<file path="config.mk">
export PLATFORM = sky130hd
export DESIGN_NAME = ram_bank
export DESIGN_NICKNAME = d
export VERILOG_FILES = /design/src/rtl/ram_bank.sv
export SDC_FILE = /design/constraint.sdc
export NUM_CORES = 1
export LEC_CHECK = 0
export CAP_MARGIN = 5
export CORE_AREA = 2 2 208 210
export CTS_BUF_LIST = sky130_fd_sc_hd__clkbuf_8
export DETAILED_ROUTE_END_ITERATION = 8
export DIE_AREA = 0 0 210 212
export GPL_TIMING_DRIVEN = 0
export HOLD_SLACK_MARGIN = 0.15
export PLACE_DENSITY = 0.78
export RECOVER_POWER = 100
export SETUP_SLACK_MARGIN = 0.15
export SYNTH_ARGS = -nofsm -noshare
export SYNTH_HDL_FRONTEND = slang
export SYNTH_SLANG_ARGS = --single-unit
</file>
<file path="constraint.sdc">
create_clock -name clk -period 4.9 [get_ports clk]
set_input_delay 1.225 -clock clk [delete_from_list [all_inputs] [get_ports clk]]
set_output_delay 1.225 -clock clk [all_outputs]
set_load 0.01 [all_outputs]
</file>
<file path="src/rtl/ram_bank.sv">
// ram_bank: byte-enabled 1R1W register-array RAM with a sequential full-array clear
module ram_bank #(
  parameter int DATA_WIDTH = 32,
  parameter int ADDR_WIDTH = 4,
  parameter int RDW_MODE   = 0
) (
  input  logic                      clk,
  input  logic                      rst_n,
  input  logic                      clr,
  input  logic                      we,
  input  logic [DATA_WIDTH/8-1:0]   be,
  input  logic [ADDR_WIDTH-1:0]     waddr,
  input  logic [DATA_WIDTH-1:0]     wdata,
  input  logic                      re,
  input  logic [ADDR_WIDTH-1:0]     raddr,
  output logic [DATA_WIDTH-1:0]     rdata,
  output logic                      rvalid,
  output logic                      ready
);
  localparam int NB = DATA_WIDTH / 8;
  localparam int DEPTH = 2 ** ADDR_WIDTH;
  typedef enum logic {CLEAR, READY} state_t;
  state_t state_q, state_d;
  logic [ADDR_WIDTH-1:0] clr_ptr_q, clr_ptr_d, mem_addr;
  logic [DATA_WIDTH-1:0] rdata_q, rdata_d, merged, mem_wdata;
  logic [DATA_WIDTH-1:0] mem_q [DEPTH];
  logic rvalid_q, rvalid_d, mem_we, last;
  always_comb begin
    merged = mem_q[waddr];
    for (int i = 0; i < NB; i++)
      merged[8*i +: 8] = be[i] ? wdata[8*i +: 8] : mem_q[waddr][8*i +: 8];
    last = &clr_ptr_q;
    state_d = state_q;
    clr_ptr_d = clr_ptr_q;
    rdata_d = rdata_q;
    rvalid_d = 1'b0;
    mem_we = 1'b0;
    mem_addr = waddr;
    mem_wdata = merged;
    if (clr) begin
      state_d = CLEAR;
      clr_ptr_d = '0;
    end else if (state_q == CLEAR) begin
      mem_we = 1'b1;
      mem_addr = clr_ptr_q;
      mem_wdata = '0;
      clr_ptr_d = last ? clr_ptr_q : clr_ptr_q + ADDR_WIDTH'(1);
      state_d = last ? READY : CLEAR;
    end else begin
      mem_we = we && |be;
      rvalid_d = re;
      if (re) rdata_d = (RDW_MODE != 0 && we && waddr == raddr) ? merged : mem_q[raddr];
    end
  end
  always_ff @(posedge clk) begin
    if (!rst_n) begin
      state_q <= CLEAR;
      clr_ptr_q <= '0;
      rdata_q <= '0;
      rvalid_q <= 1'b0;
    end else begin
      state_q <= state_d;
      clr_ptr_q <= clr_ptr_d;
      rdata_q <= rdata_d;
      rvalid_q <= rvalid_d;
    end
  end
  always_ff @(posedge clk)
    if (rst_n && mem_we) mem_q[mem_addr] <= mem_wdata;
  assign rdata = rdata_q;
  assign rvalid = rvalid_q;
  assign ready = state_q == READY;
endmodule

</file>
Word-level counts from Yosys, hierarchy flattened. Memories as Yosys holds them, arrays and structs flattened. A register that Yosys moved wholly into a read port is not among the register bits. Cells that the tools add are included.

Register bits after elaboration: 6. Output and inout bits: 34. Bits of input ports: 49. Memories kept: 1. RAM bits: 512. Logic and storage cells: 32.

Memory list: mem_q (words 16, width 32, rd ports 2, clocked after Yosys merged registers in 1, wr ports 1, RTL line 26) `logic [DATA_WIDTH-1:0] mem_q [DEPTH];`.

$add $sub $neg: 1. Bitwise gates (word level): 4. Reduce and logical (&&, ||, !) cells: 9. Muxes and demuxes: 14.

Operator list (count): 2-to-1 mux 32 bit (2); 2-to-1 mux 8 bit (4); 2-to-1 mux 4 bit (2); 2-to-1 mux 1 bit (6); adder 4 x 1 -> 4 bit (second input constant) (1); NOT 1 bit (4); AND reduction 4 bit (1); OR reduction 4 bit (1); AND reduction 3 bit (1); OR reduction 3 bit (1); logical AND 1 bit (2); AND reduction 2 bit (1); OR reduction 2 bit (1); logical NOT 1 bit (1).

Logic depth before layout (Yosys ltp).
Word-level depth: 7. Depth in mapped cells: 7. Gate-level depth less buffers: 5.

Least setup slack after synthesis. Ideal clock, no wire load.

Path kind: input -> register. From: input waddr[2]. To: memory mem_q[5][0] (enable). Stages on the path: 6. Setup time: 0.421 ns. Path slack: 0.898 ns. Path buffers: 3. Arrival time: 3.581 ns. Path through: buf_2 > buf_2 > clkbuf_1 > nor3b_1 > a21oi_1 > nor2_1.

Cells in the longest elaborated chain, start to end: 2.

Ends and longest elaborated chain: from (decl) (RTL line 12) `input logic [ADDR_WIDTH-1:0] waddr,`; 2-to-1 mux 4 bit (RTL line 43) `end else if (state_q == CLEAR) begin`; 2-to-1 mux 4 bit (*) (RTL line 40) `if (clr) begin`; to (decl) (RTL line 26).

Every way passes the cells marked *; elsewhere a longest branch is shown, timed or not.

Worst setup path in the final report.
From: input waddr[3]. To: memory mem_q[8][29] (data pin).

Cells in the longest elaborated chain, start to end: 4.

Ends and longest elaborated chain: memory (16 x 32 bit) (*); 2-to-1 mux 8 bit (*) (RTL line 31) `merged[8*i +: 8] = be[i] ? wdata[8*i +: 8] : mem_q[waddr][8*i +: 8];`; 2-to-1 mux 32 bit (RTL line 43); 2-to-1 mux 32 bit (*) (RTL line 40); net mem_wdata[29] (RTL line 25) `logic [DATA_WIDTH-1:0] rdata_q, rdata_d, merged, mem_wdata;`.

Mark *: on every way through the listed nets, which the timed path passes. The rest lies on a longest branch.

==> run summary <==
DR iter-0 viols -> 2,910
most frequent CP cell -> clkbuf_1
Vias -> 16,400
post-DP HPWL -> 50,600 um
skew final -> 0.0190 ns
total wire length -> 80,600 um
drt wl/cell -> 36.9 um
Post-Syn Nets -> 1,434
Synth Area in Adders -> 0.0497%
Max VDD drop -> 0.205 mV
startpoint type of the worst setup path -> input pin
Seq/Total Area, Yosys -> 64.1%
maximum fanout along the worst path -> 16
Post-synth top cells -> edfxtp_1 (512), mux2i_1 (174), mux4_2 (152)
Core Footprint -> 0.0425 mm2
Max Slew Vio Count -> 102
initial antenna violation count -> 0
CTS-repair resized insts -> 0
CP Data Required Time -> 5.12 ns
initial core utilization -> 59.2%
Skew-Pair Late Insertion Delay -> 0.66 ns
post-synthesis compound-gate area fraction -> 5.76%
IO Port Bufs -> 77
Simple-Gate Fraction of Synth Area -> 2.02%
Longest Clk Path Bufs -> 3
Final ANT Viol Nets -> 0
global-route wire length before repair -> 113,000 um
Synth Area in XOR/XNOR -> 0.0696%
pwr dens -> 341 mW/mm2
layout cells sized above 1 -> 25.9%
crit path cell chain -> clkdlybuf4s50_1 > clkbuf_1 > clkbuf_1 > mux2i_1 > o21ai_0
gr usage total -> 36.9%
Worst Hold Class -> reg -> reg
Final Net Count -> 1,620
GP Congestion -> 0.889
CP Capture Type -> flop
RSZ-0062 raised after global routing -> no
Fillers -> 2,691
slew margin rel. -> -9.84%
Tcrit/Tclk final -> 95.4%
post-synth top area cell -> edfxtp_1
Synth area leaders -> edfxtp_1 (61%), mux4_2 (14%), mux2i_1 (6.9%)
Tmin final -> 4.67 ns
status -> complete, but fails checks
Pre-antenna DRT Iters -> 8
Cells after Synth -> 1,384
fmax -> 0.214 GHz
Clk pin slew, worst setup/hold paths -> 0.06 ns
EDFF count, synth -> 512
CP bufs+invs -> 3
Yosys reg bits -> 550
worst hold margin -> 0.482 ns
failing checks -> capacitance limit, slew limit
pin count of the biggest net entering global routing -> 23
hold-fix buffers at CTS -> 0
Register Area -> 0.0161 mm2
worst-margin pin slew -> 1.63 ns
Worst path slowest cell -> o21ai_0
Mean Syn Cell Area -> 18.2 um2
# IOs -> 83
ANT cells -> 0
Hold Vio Cnt, Final -> 0
die width -> 210 um
CP arrival -> 4.90 ns
kind of critical path -> in -> reg
post-synth top area share -> 61.1%
fraction of registers with async set or reset after synthesis -> 0%
global route overflow -> 0
CP delay by family, top -> buffers and inverters
clock root buffer -> clkbuf_8
vias per cell -> 7.50
Vert. Die Dim -> 212 um
distinct cell type count after synthesis -> 37
Max Cap Violations -> 8
largest family of logic cells by synthesized area -> multiplexers
P_leak -> 9.89 nW
Ys Warns -> 0
clock sink count -> 550
area growth from synthesis to layout -> 14.4%
CTS buffer count -> 87
htree depth -> 3
most frequent cell after synthesis -> edfxtp_1
ys flop type -> edfxtp_1
TritonCTS clock tree -> done
Setup Fix Bufs, Post-CTS -> 0
DRC viols -> 0
vias in the first global route -> 16,400
area of the multi-input gates -> 0.00862 mm2
Final setup viols -> 0
num rows -> 76
Final Power -> 9.82 mW
CP max stage delay -> 1.29 ns
Cell Area, Synth -> 0.0252 mm2
die area -> 0.0445 mm2
mux cell area share after synthesis -> 25.9%
per-layer routing:
| metal | up-vias | wire (um) | global-route usage [%] |
|---|---|---|---|
| li1 | 6267 | - | - |
| met1 | 8113 | 27300 | 48.9 |
| met2 | 1612 | 35300 | 54.2 |
| met3 | 386 | 12400 | 11.1 |
| met4 | 0 | 5690 | 22.9 |
| met5 | - | 0 | 0 |
sequential cells by signal (all words and copies together) (netlist names):
register	flops
ready	1
rdata	32
clr_ptr_q	4
mem_q	512
rvalid	1
power breakdown:
part | switching [mW] | total [mW] | internal [mW]
sequential | 0.0167 | 5.24 | 5.22
clock | 1.81 | 3.73 | 1.92
combinational | 0.537 | 0.857 | 0.320
total | 2.36 | 9.82 | 7.46
cell type report:
type,instances,share of cell area [%]
Inverter,2,0.0261
Buffer,106,1.79
Multi-Input combinational cell,726,29.9
Timing Repair Buffer,97,4.13
Tap cell,546,2.37
Clock inverter,55,0.852
Clock buffer,101,4.83
Sequential cell,550,56.1
logic make-up after synthesis:
family / count (synthesis)
DFF: 550
muxes: 419
AOI/OAI and AO/OA: 192
and+or+nand+nor: 112
buffers and inverters: 108
xor gates and xnor gates: 2
adders and majority gates: 1
path summary, 6_finish.rpt:
path | start | end | slack (ns) | depth (start not counted)
setup / recovery | waddr[3] | mem_q[8][29] | 0.23 | 5
hold / removal | rdata[5] | rdata[5] | 0.48 | 1
setup reg to reg | ready | mem_q[8][13] | 1.06 | 7
hold reg to reg | rdata[5] | rdata[5] | 0.48 | 1
stage by stage:
stage / setup TNS [ns] / instances / area [um2] / setup slack [ns] / utilization (%)
finish: 0 / 2183 / 28800 / 0.226 / 67.7
global route: 0 / 2183 / 28800 / 0.210 / 67.7
CTS: 0 / 2183 / 28800 / 0.580 / 67.8
detailed placement: -5.13 / 2027 / 27200 / -0.0841 / 64.0
global placement: -1021.17 / 2007 / 26600 / -2.20 / 62.6
floorplan: 0 / 1384 / 25200 / 0.898 / -
placed cells by master (no fill, tap or decap), types with 38 or more instances in the layout:
cell type / count
mux4_2: 152
buf_2: 39
clkdlybuf4s50_1: 41
mux2_2: 72
clkbuf_1: 51
a22oi_1: 64
clkbuf_8: 101
nor2_1: 44
dfxtp_1: 38
edfxtp_1: 512
mux2i_1: 174
Note: power is estimated with default switching activity, not from simulation.
